**src/rtl/fifo_stream_reader.sv**
```systemverilog
// Pops words from a show-ahead FIFO and presents them as a valid/ready stream framed into FRAME_LEN beats.
// Optional feature: define FIFO_STREAM_READER_PARITY_EN to add the m_parity output.
module fifo_stream_reader #(
  parameter int DBIT      = 8,
  parameter int FRAME_LEN = 4
) (
  input  logic            clk,
  input  logic            rst,
  input  logic            enable,
  input  logic            flush,
  input  logic            fifo_empty,
  input  logic [DBIT-1:0] fifo_rd_data,
  output logic            fifo_rd_en,
  output logic            m_valid,
  input  logic            m_ready,
  output logic [DBIT-1:0] m_data,
  output logic            m_last,
`ifdef FIFO_STREAM_READER_PARITY_EN
  output logic            m_parity,
`endif
  output logic [15:0]     frame_count
);

  localparam int IDX_W = (FRAME_LEN > 1) ? $clog2(FRAME_LEN) : 1;
  localparam logic [IDX_W-1:0] LAST_IDX = IDX_W'(FRAME_LEN - 1);

  typedef enum logic {EMPTY, HOLD} state_t;

  state_t           state;
  logic [IDX_W-1:0] beat_idx;
  logic             pop;
  logic             accept;

  // NOTE: pop is pure combinational logic with no feedback, so a continuous
  // assign cannot infer a latch; gating with rst keeps the FIFO untouched in reset.
  assign pop        = !rst && enable && !flush && !fifo_empty && (!m_valid || m_ready);
  assign accept     = m_valid && m_ready;
  assign fifo_rd_en = pop;

  // NOTE: all state here uses non-blocking assignments so every register
  // samples the pre-edge values of its neighbours, independent of statement order.
  always_ff @(posedge clk) begin
    if (rst) begin
      state       <= EMPTY;
      m_valid     <= 1'b0;
      m_data      <= '0;
      m_last      <= 1'b0;
      beat_idx    <= '0;
      frame_count <= '0;
`ifdef FIFO_STREAM_READER_PARITY_EN
      m_parity    <= 1'b0;
`endif
    end else if (flush) begin
      // Flush wins over any handshake in the same cycle; the dropped beat is never counted.
      state    <= EMPTY;
      m_valid  <= 1'b0;
      beat_idx <= '0;
    end else begin
      if (accept && m_last) begin
        frame_count <= frame_count + 16'd1;
      end

      if (pop) begin
        state    <= HOLD;
        m_valid  <= 1'b1;
        m_data   <= fifo_rd_data;
        m_last   <= (beat_idx == LAST_IDX);
        beat_idx <= (beat_idx == LAST_IDX) ? '0 : beat_idx + IDX_W'(1);
`ifdef FIFO_STREAM_READER_PARITY_EN
        m_parity <= ^fifo_rd_data;
`endif
      end else begin
        case (state)
          EMPTY: state <= EMPTY;
          HOLD: begin
            if (m_ready) begin
              state   <= EMPTY;
              m_valid <= 1'b0;
            end
          end
          default: begin
            state   <= EMPTY;
            m_valid <= 1'b0;
          end
        endcase
      end
    end
  end

endmodule

```
**config.mk**
```make
export PLATFORM = sky130hd
export DESIGN_NAME = fifo_stream_reader
export DESIGN_NICKNAME = d
export VERILOG_FILES = /design/src/rtl/fifo_stream_reader.sv
export SDC_FILE = /design/constraint.sdc
export NUM_CORES = 1
export LEC_CHECK = 0
export ABC_AREA = 1
export BUFFER_PORTS_ARGS = -buffer_cell sky130_fd_sc_hd__buf_4
export CAP_MARGIN = 0
export CORE_UTILIZATION = 47
export CTS_BUF_LIST = sky130_fd_sc_hd__clkbuf_8
export DETAILED_ROUTE_END_ITERATION = 8
export PLACE_DENSITY = 0.77
export SLEW_MARGIN = 30
export SYNTH_ARGS = -nofsm -noshare
export SYNTH_HDL_FRONTEND = slang
export SYNTH_SLANG_ARGS = --single-unit
export TNS_END_PERCENT = 5
```
**constraint.sdc**
```tcl
create_clock -name clk -period 1.1 [get_ports clk]
set_input_delay 0.11 -clock clk [delete_from_list [all_inputs] [get_ports clk]]
set_output_delay 0.11 -clock clk [all_outputs]
set_load 0.01 [all_outputs]
```
==> results of run 1 <==
-- registers in the layout, indices dropped and copies added (netlist names) --
| name | count |
|---|---|
| state | 1 |
| beat_idx | 2 |
| m_valid | 1 |
| m_last | 1 |
| frame_count | 16 |
| m_data | 8 |
-- worst max-delay path: cells and delay by family (launching register included) --
family	cells	cell delay [ns]
flip-flops	1	0.36
adder cells (fa/ha/maj)	1	0.13
AND/OR/NAND/NOR	7	0.58
-- Yosys cell counts --
cell type  count  share of area [%]
nand2_1       49                 14
dfxtp_1       29                 43
inv_1         22                6.1
nor2_1        19                5.3
a21oi_1       17                6.3
nand3_1       10                3.7
nor2_2         7                3.2
o21ai_0        7                2.6
nand4_1        3                1.4
buf_6          2                1.7
ha_1           2                1.9
inv_2          2               0.56
nand2_2        2               0.93
nor2_4         2                1.7
o21ai_1        2               0.74
xor2_1         2                1.3
a21oi_2        1               0.65
buf_2          1               0.37
clkbuf_1       1               0.28
clkinv_2       1               0.37
nand3_2        1               0.74
nand3_4        1                1.3
nor3_1         1               0.37
nor3_2         1               0.74
nor3b_1        1               0.56
o211a_1        1               0.74
-- power by group --
part | switching (uW) | internal [uW] | leakage, uW
Combinational | 65.1 | 66.6 | 0.000629
Sequential | 6.52 | 1050 | 0.000237
Clock | 416 | 437 | 0.0000482
-- final cells by class --
| class | instances | area share, % |
|---|---|---|
| inverter | 25 | 4.950 |
| multi-input combinational | 129 | 36.09 |
| clock buffer | 5 | 3.446 |
| timing repair buffer | 61 | 23.12 |
| clock inverter | 3 | 0.8145 |
| sequential | 29 | 29.64 |
| tap | 31 | 1.942 |
-- cells by family (layout without fill, tap and decap cells) --
family / Yosys count / after routing
AND/OR/NAND/NOR: 97 / 97
XOR/XNOR: 2 / 2
buffers and inverters: 29 / 94
adder cells (fa/ha/maj): 2 / 2
flip-flops: 29 / 29
AO/OA/AOI/OAI: 28 / 28
-- per-stage QoR --
| step | total power [uW] | utilization [%] | setup slack, ns | hold WS, ns |
|---|---|---|---|---|
| 2_1_floorplan | 1141 | - | -0.1107 | 0.2505 |
| 3_3_place_gp | 1204 | 66.73 | -0.1024 | 0.3227 |
| 3_5_place_dp | 1207 | 66.73 | -0.1589 | 0.3220 |
| 4_1_cts | 2050 | 71.99 | -0.08062 | 0.02837 |
| 5_1_grt | 2109 | 73.04 | -0.1797 | 0.03422 |
| 6_report | 2046 | 73.04 | -0.06665 | 0.03522 |
-- layer usage --
metal / vias up / wire length (um) / global-route usage [%]
met5: - / 0 / 0
met4: 0 / 44 / 9.286
met3: 6 / 123 / 4.651
met2: 40 / 1551 / 37.18
met1: 621 / 1344 / 23.49
li1: 721 / - / -
-- timing repair --
item,4_1_cts,5_1_grt
hold buffers,0,0
setup endpoints to repair,17,19
pin swaps,4,1
buffers inserted,3,0
resized for setup,12,10
-- worst paths after layout --
path	from	endpoint	slack, ns	depth (start not counted)
max	frame_count[1]	frame_count[14]	-0.07	8
min	rst	m_data[0]	0.04	2
max reg2reg	frame_count[1]	frame_count[14]	-0.07	8
min reg2reg	m_data[4]	m_data[4]	0.47	2
==> results.yml, run 1 <==
outcome:
  status: "finished, violations left"
  violations: "setup timing"
placement:
  port-buffer-count: 40
  placed_area_um2: 1824
  gp_congestion: 0.8282
  hpwl_mm: 2.255
  place_inst: 272
pwr:
  p_leak_uw: 0.0009146
  vdd.ir_drop.worst_v: 0.001047
  power_density_nw_per_um2: 1025
global_route:
  grtUsageTotal_pct: 20.80
  grt_max_degree: 15
  grt_first_pass_wirelength_mm: 5.161
  antenna_found_initial: 0
  grt_pass1_vias: 1298
  grt.overflow.total: 0
logic_synthesis:
  muxShareOfSynthArea_pct: 0
  yosysWarnings: 0
  synthAdderAreaFrac_pct: 1.852
  synth_seq_cells: 29
  synth-xor-area-share_pct: 1.296
  synth_top_family_by_area: "simple AND/OR/NAND/NOR gates"
  synthSimpleGateAreaFrac_pct: 33.52
  syn_avg_cell_area_um2: 7.226
  synth-compound-area-share_pct: 11.02
  syn-cell-area_um2: 1351
  synth.distinct_cells: 26
  synthesis.nets: 203
  synth_cells: 187
  seq_area_frac_synth_pct: 42.96
sta:
  setup_slack_ns: -0.06665
  fin_crit_ns: 1.167
  relSlewSlack_pct: 82.05
  rsz0062_at_grt: "true"
  final_hold_viol_count: 0
  finalCritPeriodShare_pct: 106.1
  tightest_slew_ns: 0.2689
  fmax_mhz: 857.2
  finClkSkew_ns: 0.006230
  slew_violations: 0
  setup_viol: 9
  finalSetupTns_ns: -0.2951
clocking:
  htree_levels: 2
  clockBufferDepth: 2
  clk_latency_ns: 0.28
  cts_num_sinks: 29
  cts_root_buf: "clkbuf_8"
  cts_buffers: 5
  cts_tree: "done"
  clk_transition_reported_paths_ns: 0.07
routing:
  vias: 1388
  drc_errors: 0
  wl_per_cell_um: 10.83
  via_per_inst: 4.905
  dr.first_iter.drc_count: 22
  drt-total-wl_mm: 3.064
  postRouteAntennaNets: 0
  firstDrtPassIters: 4
finish:
  multiInputGateArea_um2: 720.7
  diodes: 0
  instances_no_fill: 283
  layout_common_cells: "60 x buf_4, 46 x nand2_1, 24 x dfxtp_1"
  layout_commonest_cell: "buf_4"
  fin_area_um2: 1997
  fillers: 222
  seqCellArea_um2: 591.8
  drive_above_1_share_pct: 40.08
  area_growth_pct: 47.78
  final_nets: 267
setup_path:
  cp_max_fo: 4
  path_cells: "ha_4, nand3_2, nor2_4, nand2_4, nor2_4, nand3_1, nand2_1, nor2_1"
  critical-path-slowest-cell: "dfxtp_4"
  cp.arrival_ns: 1.34
  worstPathRequired_ns: 1.27
  worst_path_most_repeated_cell: "nor2_4"
  crit_type: "reg -> reg"
  start_kind: "register"
  end_kind: "register"
  max_stage_delay_ns: 0.36
floorplan:
  ios: 41
  start_util_pct: 49.43
  fp-row-count: 19
  core_um2: 2734
  fp.dieW_um: 55.62
  dieArea_um2: 3094
  die_height_um: 55.62
flow_run:
  maxCapViolCount: 0
worst_hold_path:
  min_path_type: "in -> reg"
Power figures use the tool's default switching activity.
==> run 2: changes to the inputs <==
--- a/config.mk
+++ b/config.mk
@@ -5,13 +5,13 @@
 export SDC_FILE = /design/constraint.sdc
 export NUM_CORES = 1
 export LEC_CHECK = 0
-export ABC_AREA = 1
+export ABC_CLOCK_PERIOD_IN_PS = 1100
 export BUFFER_PORTS_ARGS = -buffer_cell sky130_fd_sc_hd__buf_4
 export CAP_MARGIN = 0
-export CORE_UTILIZATION = 47
-export CTS_BUF_LIST = sky130_fd_sc_hd__clkbuf_8
+export CORE_UTILIZATION = 44
+export CTS_BUF_LIST = sky130_fd_sc_hd__clkbuf_16
 export DETAILED_ROUTE_END_ITERATION = 8
-export PLACE_DENSITY = 0.77
+export PLACE_DENSITY = 0.74
 export SLEW_MARGIN = 30
 export SYNTH_ARGS = -nofsm -noshare
 export SYNTH_HDL_FRONTEND = slang
==> results.yml, run 2 <==
global_route:
  grt.overflow.total: 0
  use_met1_pct: 26.43
  use_met3_pct: 6.667
  met2_usage_pct: 41.77
  grtUsageTotal_pct: 24.39
  grt_first_pass_wirelength_mm: 4.968
  grt_max_degree: 29
  grt_busiest_layer: "met2"
  grt_pass1_vias: 1192
  antenna_found_initial: 0
sta:
  relSlewSlack_pct: 79.21
  rsz0062_at_grt: "true"
  setup_slack_ns: -0.4234
  fmax_mhz: 656.4
  finClkSkew_ns: 0.002216
  tightest_slew_ns: 0.3119
  final_hold_viol_count: 0
  finalCritPeriodShare_pct: 138.5
  setup_viol: 26
  hold_slack_ns: 0.06765
  slew_violations: 0
  fin_crit_ns: 1.523
logic_synthesis:
  synthesis.nets: 148
  syn_avg_cell_area_um2: 9.261
  yosysTopAreaCell: "dfxtp_1"
  syn-cell-area_um2: 1222
  synth_seq_cells: 29
  synth-async-reset-ratio_pct: 0
  synth_top_area_share_pct: 47.49
  ys.flop_type: "dfxtp_1"
  synth_cells: 132
  seq_area_frac_synth_pct: 47.49
  synthTopCellsByCount: "29 x dfxtp_1, 22 x nor2_1, 11 x mux2i_1"
  synth.area.top_cells: "dfxtp_1 47%, mux2i_1 9.0%, nor2_1 6.8%, xnor2_1 6.4%, or3_1 3.1%"
  synth.distinct_cells: 28
  yosysWarnings: 0
  yosysMostFrequentCell: "dfxtp_1"
  synth_edf_count: 0
floorplan:
  die_height_um: 54.71
  fp.dieW_um: 54.71
  core_um2: 2545
  ios: 41
  dieArea_um2: 2993
  fp-row-count: 18
  start_util_pct: 48.03
setup_path:
  worstPathRequired_ns: 1.31
  cp.arrival_ns: 1.74
  reg2reg_to: "frame_count[15]"
  critical-path-slowest-cell: "or4_4"
  start_kind: "register"
  path_cells: "nand4b_4, or3_4, or4_4, a21oi_2"
  critPathLaunch: "m_last"
  critPathTopFamily: "simple AND/OR/NAND/NOR gates"
  r2r_cells: 4
  max_stage_delay_ns: 0.49
  cp_max_fo: 3
  cp_num_buf_inv: 0
  r2r_setup_slack_ns: -0.42
  r2r-start: "m_last"
  setup.worst_path.end: "frame_count[15]"
  crit_cells: 4
  crit_type: "reg -> reg"
  end_kind: "register"
pwr:
  p_leak_uw: 0.001003
  power_uw: 2862
  vdd.ir_drop.worst_v: 0.001893
  p_comb_share_pct: 4.4
  power_frac_clock_pct: 58.4
  power_density_nw_per_um2: 1355
  switchingPower_uw: 535.3
  p_int_uw: 2327
  seq_power_share_pct: 37.1
  swShare_pct: 18.70
clocking:
  clk_latency_ns: 0.27
  cts_tree: "done"
  clockBufferDepth: 2
  clk_transition_reported_paths_ns: 0.05
  cts_root_buf: "clkbuf_16"
  cts_num_sinks: 29
  cts_buffers: 5
  htree_levels: 2
routing:
  drc_errors: 0
  via_per_inst: 5.246
  wl_per_cell_um: 14.14
  firstDrtPassIters: 4
  postRouteAntennaNets: 0
  drt-total-wl_mm: 3.337
  vias: 1238
  dr.first_iter.drc_count: 12
finish:
  reg_top3: "frame_count (16), m_data (8), beat_idx (2)"
  largest_reg_flops: 16
  layout_common_cells: "68 x buf_4, 21 x nor2_1, 20 x dfxtp_1"
  layout_commonest_cell: "buf_4"
  diodes: 0
  drive_above_1_share_pct: 52.91
  final_nets: 221
  regMostFlops: "frame_count"
  area_growth_pct: 72.77
outcome:
  status: "finished, violations left"
  violations: "setup timing"
placement:
  gp_congestion: 0.7546
  port-buffer-count: 40
  hpwl_mm: 2.138
flow_run:
  maxCapViolCount: 0
worst_hold_path:
  min_delay_path_depth: 3
  min_path_type: "in -> reg"
## run 2: cell types whose count changed after synthesis, sizes merged, moves of 3 or more
cell,delta
nand3,-7
or3,+7
nor4,+3
mux2i,+11
o21ai,-5
a21oi,-12
xnor2,+9
nor2,-6
nor3,+3
clkbuf,+3
inv,-18
nand2,-45
## run 2: per-layer routing
metal / up-vias / share of wire [%]
met5: - / 0
met4: 0 / 1.4
met3: 5 / 4.0
met2: 28 / 52
met1: 596 / 42
li1: 609 / -
## run 2: worst min path at each step
stage | slack [ns] | start | to
finish | 0.07 | fifo_rd_data[6] | m_data[6]
global route | 0.07 | fifo_rd_data[6] | m_data[6]
CTS | 0.07 | fifo_rd_data[6] | m_data[6]
detailed placement | 0.35 | fifo_rd_data[6] | m_data[6]
global placement | 0.34 | fifo_rd_data[0] | m_data[0]
floorplan | 0.18 | flush | m_valid
## run 2: cells by family after synthesis
kind of cell             Yosys count  share of synthesized area [%]
AO/OA/AOI/OAI                     13                          6.040
buffers and inverters             11                          3.479
multiplexers                      11                          9.008
XOR/XNOR                          10                          7.165
adder cells (fa/ha/maj)            2                          2.047
AND/OR/NAND/NOR                   56                          24.77
flip-flops                        29                          47.49
## run 2: cell type report
type / instances / area (um^2)
Clock buffer: 6 / 150.1
Clock inverter: 2 / 35.03
Fill cell: 161 / 432.9
Inverter: 6 / 22.52
Multi-Input combinational cell: 92 / 708.2
Sequential cell: 29 / 596.8
Tap cell: 30 / 37.54
Timing Repair Buffer: 71 / 561.8
## run 2: tightest hold or removal path: cells and delay by family
family / cells / cell delay (ns)
buffers and inverters: 1 / 0.07
multiplexers: 1 / 0.05
AND/OR/NAND/NOR: 1 / 0.07
## run 2: metrics by stage
step           std cells  util, %  worst slack [ns]  area, um^2  setup TNS, ns
2_1_floorplan        132        -           -0.4549        1252         -3.855
3_3_place_gp         227    71.04           -0.4043        1808         -4.642
3_5_place_dp         227    71.04           -0.4256        1808         -5.287
4_1_cts              236    80.97           -0.4006        2061         -5.014
5_1_grt              236    82.99           -0.4790        2112         -5.889
6_report             236    82.99           -0.4234        2112         -4.428
## run 2: timing repair
| item | 4_1_cts | 5_1_grt |
|---|---|---|
| gates resized for setup | 13 | 11 |
| hold buffers | 0 | 0 |
| buffers inserted | 1 | 0 |
| setup endpoints to repair | 27 | 28 |
| pin swaps | 5 | 4 |
## run 2: power groups by stage
| stage | clock, uW | sequential, uW | combinational [uW] |
|---|---|---|---|
| after floorplan | 0 | 1090 | 40.8 |
| after global placement | 0 | 1080 | 116 |
| after detailed placement | 0 | 1080 | 119 |
| after CTS | 1690 | 1060 | 121 |
| after global routing | 1730 | 1060 | 136 |
| final | 1670 | 1060 | 127 |
